===== config.mk =====
export PLATFORM = sky130hd
export DESIGN_NAME = control_bus
export DESIGN_NICKNAME = d
export VERILOG_FILES = /design/src/rtl/cbus_pkg.sv /design/src/rtl/cbus_regfile.sv /design/src/rtl/control_bus.sv
export SDC_FILE = /design/constraint.sdc
export NUM_CORES = 1
export LEC_CHECK = 0
export ABC_CLOCK_PERIOD_IN_PS = 8200
export CORE_MARGIN = 4
export CORE_UTILIZATION = 31
export CTS_CLUSTER_DIAMETER = 40
export DETAILED_ROUTE_END_ITERATION = 6
export GPL_TIMING_DRIVEN = 0
export HOLD_SLACK_MARGIN = 0.1
export SLEW_MARGIN = 15
export SYNTH_ARGS = -nofsm -noshare
export SYNTH_HDL_FRONTEND = slang
export SYNTH_SLANG_ARGS = --single-unit

===== constraint.sdc =====
create_clock -name serial_clock -period 8.2 [get_ports serial_clock]
set_clock_uncertainty 0.15 [all_clocks]
set_input_delay 2.46 -clock serial_clock [delete_from_list [all_inputs] [get_ports serial_clock]]
set_output_delay 2.46 -clock serial_clock [all_outputs]
set_load 0.01 [all_outputs]

===== src/rtl/cbus_pkg.sv =====
// Shared constants and types for the serial control bus.
package cbus_pkg;

   localparam int unsigned ADDR_W    = 8;
   localparam int unsigned DATA_W    = 32;
   localparam int unsigned FRAME_LEN = 40;
   localparam int unsigned READ_BIT  = 7;
   localparam int unsigned IDX_W     = ADDR_W - 1;

   typedef logic [IDX_W-1:0] reg_idx_t;
   typedef logic [5:0]       bit_cnt_t;

endpackage


===== src/rtl/cbus_regfile.sv =====
// Config register storage: one write port, one combinational read port.
// Indices at or above NUM_REGS are ignored on write and read back as zero.
module cbus_regfile
   import cbus_pkg::*;
#(
   parameter int unsigned NUM_REGS = 32
) (
   input  logic              clk,
   input  logic              rst,
   input  logic              wr_en,
   input  reg_idx_t          wr_idx,
   input  logic [DATA_W-1:0] wr_data,
   input  reg_idx_t          rd_idx,
   output logic [DATA_W-1:0] rd_data
);

   localparam int unsigned SEL_W = (NUM_REGS > 1) ? $clog2(NUM_REGS) : 1;

   logic [DATA_W-1:0] regs [NUM_REGS];
   logic [SEL_W-1:0]  wr_sel;
   logic [SEL_W-1:0]  rd_sel;
   logic              wr_hit;
   logic              rd_hit;

   assign wr_sel = wr_idx[SEL_W-1:0];
   assign rd_sel = rd_idx[SEL_W-1:0];
   assign wr_hit = wr_en && (32'(wr_idx) < NUM_REGS);
   assign rd_hit = 32'(rd_idx) < NUM_REGS;

   always_ff @(posedge clk or posedge rst) begin
      if (rst) begin
         for (int unsigned i = 0; i < NUM_REGS; i++) regs[i] <= '0;
      end else if (wr_hit) begin
         regs[wr_sel] <= wr_data;
      end
   end

   assign rd_data = rd_hit ? regs[rd_sel] : '0;

endmodule


===== src/rtl/control_bus.sv =====
// Serial control bus: 40-bit frames (8 addr + 32 data, MSB first) qualified by enable.
// Serial readback of reads is built only when CBUS_READBACK_EN is defined.
module control_bus
   import cbus_pkg::*;
#(
   parameter int unsigned NUM_REGS = 32
) (
   input  logic              serial_clock,
   input  logic              reset,
   input  logic              serial_data_in,
   input  logic              enable,
   output logic              serial_data_out,
   output logic              config_strobe,
   output logic [IDX_W-1:0]  config_addr,
   output logic [DATA_W-1:0] config_data
);

   bit_cnt_t                bit_cnt;
   logic [FRAME_LEN-2:0]    shift_reg;
   logic [FRAME_LEN-1:0]    frame;
   logic [ADDR_W-1:0]       frame_addr;
   logic                    last_bit;
   logic                    wr_en;
   reg_idx_t                rd_idx;
   logic [DATA_W-1:0]       rd_data;

   // frame includes the bit arriving on this edge, so the 40th edge sees the whole word
   assign frame      = {shift_reg, serial_data_in};
   assign frame_addr = frame[FRAME_LEN-1 -: ADDR_W];
   assign last_bit   = enable && (bit_cnt == 6'(FRAME_LEN - 1));
   assign wr_en      = last_bit && !frame_addr[READ_BIT];

   always_ff @(posedge serial_clock or posedge reset) begin
      if (reset) begin
         bit_cnt       <= '0;
         shift_reg     <= '0;
         config_strobe <= 1'b0;
         config_addr   <= '0;
         config_data   <= '0;
      end else begin
         config_strobe <= 1'b0;
         if (!enable) begin
            bit_cnt   <= '0;
            shift_reg <= '0;
         end else begin
            shift_reg <= frame[FRAME_LEN-2:0];
            bit_cnt   <= last_bit ? '0 : bit_cnt + 6'd1;
            if (wr_en) begin
               config_strobe <= 1'b1;
               config_addr   <= frame_addr[IDX_W-1:0];
               config_data   <= frame[DATA_W-1:0];
            end
         end
      end
   end

   cbus_regfile #(
      .NUM_REGS (NUM_REGS)
   ) u_regfile (
      .clk     (serial_clock),
      .rst     (reset),
      .wr_en   (wr_en),
      .wr_idx  (frame_addr[IDX_W-1:0]),
      .wr_data (frame[DATA_W-1:0]),
      .rd_idx  (rd_idx),
      .rd_data (rd_data)
   );

`ifdef CBUS_READBACK_EN
   logic       addr_edge;
   logic       in_window;
   logic       rd_flag_q;
   reg_idx_t   rd_idx_q;
   logic       sdo_q;
   logic [4:0] bit_sel;

   // on the 8th edge the address is still in flight, so read straight from the frame
   assign addr_edge = enable && (bit_cnt == 6'(ADDR_W - 1));
   assign in_window = enable && (bit_cnt >= 6'(ADDR_W)) && (bit_cnt <= 6'(FRAME_LEN - 2));
   assign bit_sel   = 5'(6'(FRAME_LEN - 2) - bit_cnt);
   assign rd_idx    = addr_edge ? frame[IDX_W-1:0] : rd_idx_q;

   always_ff @(posedge serial_clock or posedge reset) begin
      if (reset) begin
         rd_flag_q <= 1'b0;
         rd_idx_q  <= '0;
         sdo_q     <= 1'b0;
      end else begin
         sdo_q <= 1'b0;
         if (addr_edge) begin
            rd_flag_q <= frame[READ_BIT];
            rd_idx_q  <= frame[IDX_W-1:0];
            sdo_q     <= frame[READ_BIT] & rd_data[DATA_W-1];
         end else if (in_window && rd_flag_q) begin
            sdo_q <= rd_data[bit_sel];
         end
      end
   end

   assign serial_data_out = sdo_q & enable;
`else
   logic unused_rd_data;

   assign rd_idx          = '0;
   assign unused_rd_data  = ^rd_data;
   assign serial_data_out = 1'b0;
`endif

endmodule


# After elaboration in Yosys (flattened, before gate mapping)
# Cells that the tools add are included.
[classes] reduce_logical=4 muxes=5 n_addsub=1 n_eq_ne=1
[ops] operator="$mux W39" n=1
[ops] operator="$mux W6" n=2
[ops] operator="$add A6 B1 Y6 const B" n=1
[ops] operator="$eq A6 B6 Y1 const B" n=1
[ops] operator="$logic_and A1 B1 Y1" n=2
[ops] operator="$mux W1" n=2
[ops] operator="$reduce_and A2 Y1" n=1
[ops] operator="$logic_not A1 Y1" n=1
[totals] register_bits=85 output_inout_bits=41 wordCells=16 in_bits=4

# Logic depth before layout (Yosys ltp)
[logic_depth] ltp_word=5 depth_mapped=5 depth_no_buf=4

# Worst setup path before layout
# No wires, ideal clock.
[synth_timing] kind="input -> register" start="input enable" end="register config_data[20]" stages=3 setup_ns=0.125 n_path_buf=1 arrival_time_ns=3.282 path_slack_ns=4.644 required_ns=7.925 cell_sequence="nor4b_4 -> buf_6 -> mux2_2"
[synth_via] elab_chain_cells=3
[synth_rtl] element="start, declared" line_no="control_bus.sv:11" source="input logic enable,"
[synth_rtl] element="$logic_and A1 B1 Y1" line_no="control_bus.sv:30" source="assign last_bit = enable && (bit_cnt == 6'(FRAME_LEN - 1));"
[synth_rtl] element="$logic_and A1 B1 Y1" line_no="control_bus.sv:31" source="assign wr_en = last_bit && !frame_addr[READ_BIT];"
[synth_rtl] element="$reduce_and A2 Y1 (no source line) (*)"
[synth_rtl] element="end signal, assigned" line_no="control_bus.sv:51" source="config_data <= frame[DATA_W-1:0];"
[synth_rtl] element="end, declared" line_no="control_bus.sv:15" source="output logic [DATA_W-1:0] config_data"
# Mark *: on every way between the ends. The rest lies on a longest branch, timed or not.
# A chain may end at the register's enable or synchronous reset.

# Worst setup path in the final report
[layout_timing] start="input enable" end="register config_data[18]"
# Same word-level chain as after synthesis.

==> metrics.csv <==
stage,metric,value,unit
floorplan,rows,35,
finish,final_area,0.00387,mm^2
synth,synth_seq_area_share,70.3,%
clock_network,cts-root-buf,clkbuf_8,
synth,post_synth_xor_area_fraction,0.869,%
route,antenna_left,0,
worst_hold_path,min_to,bit_cnt[0],
finish,antenna-diode-count,0,
route,avgRoutedWirePerCell,13.1,um
worst_setup_path,cp-end-kind,flip-flop,
timing,setup_viol,0,
finish,final_core_util,41.3,%
synth,synth_nets,198,
place,hpwlAfterDp,3.21,mm
clock_network,cts_setup_buffers,0,
floorplan,coreArea,0.00937,mm^2
worst_setup_path,critPathMaxFanout,10,
synth,synth_area,0.00302,mm^2
clock_network,htreeDepth,3,
floorplan,die_area,0.0114,mm^2
finish,area_delta_synth_final,28.0,%
pwr,max-vdd-ir-drop,0.125,mV
worst_hold_path,hp-start,bit_cnt[0],
timing,finalHoldViolations,0,
pwr,power_switching,159,uW
synth,ys_ff_latch,85,
timing,worst_slack,4.16,ns
worst_hold_path,hold_path_class,reg2reg,
clock_network,cts_resized,0,
route,drt_drc_violations_left,0,
finish,mostFrequentLayoutCell,dfrtp_1,
place,numPortBuffers,43,
synth,ys_top_cells_by_area,"dfrtp_1, mux2_2, and2_1",
worst_setup_path,required,8.28,ns
worst_setup_path,reg2reg_to,config_data[18],
clock_network,clk_path_buf_depth,2,
synth,synth_top_area_share,70.3,%
floorplan,initial_core_util,32.3,%
pwr,clkPwrFrac,42.5,%
clock_network,cts.sinks,85,
worst_setup_path,reg2reg_depth,4,
global_routing,grt_usage,9.93,%
floorplan,io_pins,45,
worst_setup_path,max_stage_delay,0.63,ns
worst_setup_path,cp_data_arrival_time,4.12,ns
timing,maxSlewViolCount,0,
finish,seq_area,0.00213,mm^2
floorplan,die_h,107,um
place,dp_cells,366,
job,drv_cap,0,
clock_network,insertion_delay,0.34,ns
clock_network,cts_tree,done,
pwr,p_int,607,uW
worst_setup_path,worst_setup_path_start_kind,input pin,
place,dpl_worst_slack,3.75,ns
synth,syn_inst,193,
synth,synth.area.mux_share,14.5,%
finish,layout_common_cells,"dfrtp_1, clkdlybuf4s50_1, and2_1",
worst_setup_path,reg2reg_slack,6.09,ns
finish,drive_gt1_share,24.1,%
worst_setup_path,crit_type,in2reg,
pwr,swShare,20.8,%
clock_network,clk_pin_slew,0.08,ns
global_routing,grt_max_degree,55,
pwr,combPwrFrac,2.4,%
finish,fin_cells,382,
timing,timing.fmax,0.247,GHz
pwr,p_per_area,198,mW/mm^2
finish,multiInputGateArea,826,um^2
timing,fin_crit,4.04,ns
timing,period_share,49.3,%
synth,yosys.area_share.adder,0.414,%
pwr,power_leakage,0.00186,uW
worst_hold_path,min_path_cells,1,
pwr,power_frac_seq,55.1,%
outcome,status,"finished, final reports clean",
synth,synth_compound_area_share,0.496,%
finish,nFillCells,920,
route,via_per_inst,4.25,
clock_network,hold_buffers,0,
synth,ys_types,20,
route,drt_iter0_markers,25,
timing,setup_tns,0,ns
worst_setup_path,crit_start,enable,
synth,synth_top_family_by_area,multiplexers,
place,dpl-instance-area,0.00365,mm^2
synth,ys_warn_count,0,
worst_setup_path,crit_path_cell_trace,clkdlybuf4s50_1 -> nor4b_4 -> buf_6 -> mux2_2,
finish,largest_reg_flops,39,
clock_network,numCtsBuffers,9,
route,drt_wl_total,4.99,mm
synth,syn_avg_cell_area,15.7,um^2
timing,rsz0062_at_grt,no,
synth,yosysTopAreaCell,dfrtp_1,
route,num_vias,1624,
global_routing,grt_overflow,0,
global_routing,grt_pass1_vias,1764,
worst_setup_path,r2r-start,bit_cnt[3],
global_routing,grt_first_pass_wirelength,8.85,mm
global_routing,antenna_found_initial,0,
place,place_congestion,0.651,
worst_setup_path,slowest_stage,clkdlybuf4s50_1,
finish,nets,253,
floorplan,die_x,107,um
route,dr.pass1.iters,4,
synth,synth-simple-area-share,10.9,%
-- cells by family after synthesis --
family | count (synthesis)
AOI/OAI and AO/OA | 3
xor gates and xnor gates | 3
adders and majority gates | 1
buffers and inverters | 10
DFF | 85
muxes | 39
other | 1
and+or+nand+nor | 51
-- worst max-delay path, delay by kind of cell --
kind,cells,cell delay (ns)
multiplexers,1,0.34
buffers and inverters,2,0.86
AND/OR/NAND/NOR,1,0.46
-- cells in the mapped netlist --
cell type / count
dfrtp_1: 85
and2_1: 42
mux2_2: 37
buf_6: 4
clkbuf_1: 4
mux2_1: 2
nand2_1: 2
nand3_1: 2
nor2_1: 2
o21ai_0: 2
xor2_1: 2
a21oi_1: 1
buf_4: 1
conb_1: 1
ha_1: 1
inv_1: 1
nor4b_4: 1
or3_1: 1
or3b_4: 1
xnor2_1: 1
-- through the flow --
| stage | total power (uW) | hold slack (ns) |
|---|---|---|
| after detailed placement | 450 | 0.304 |
| after floorplan | 442 | 0.283 |
| after global routing | 804 | 0.348 |
| final | 766 | 0.311 |
| after CTS | 783 | 0.314 |
| after global placement | 448 | 0.295 |
-- power by group through the flow --
stage                     Combinational [uW]  Sequential, uW  Clock (uW)
after floorplan                         11.1             431           0
after global placement                  17.6             431           0
after detailed placement                19.7             431           0
after CTS                               19.7             422         340
after global routing                    22.2             423         359
final                                   18.5             422         326
-- layer usage --
metal	part of all wire, %	vias up	GRT usage (%)
met3	4.8	11	3.25
met1	48	836	13.2
met5	0	-	0
li1	-	744	-
met2	45	33	14.7
met4	2.2	0	4.66
-- worst max-delay path by stage --
stage,end,slack (ns)
2_1_floorplan,bit_cnt[0],3.40
3_3_place_gp,config_data[2],2.09
3_5_place_dp,config_data[28],3.75
4_1_cts,config_data[18],4.11
5_1_grt,config_data[24],4.07
6_report,config_data[18],4.16
-- final cells by class --
cell class	instances	share of cell area, %
clock buffer	11	3.65
clock inverter	5	2.17
buffer	9	1.75
multi-input combinational	98	21.3
tap	129	4.17
timing repair buffer	44	11.8
sequential	85	54.9
inverter	1	0.162
Note: power is estimated with default switching activity, not from simulation.
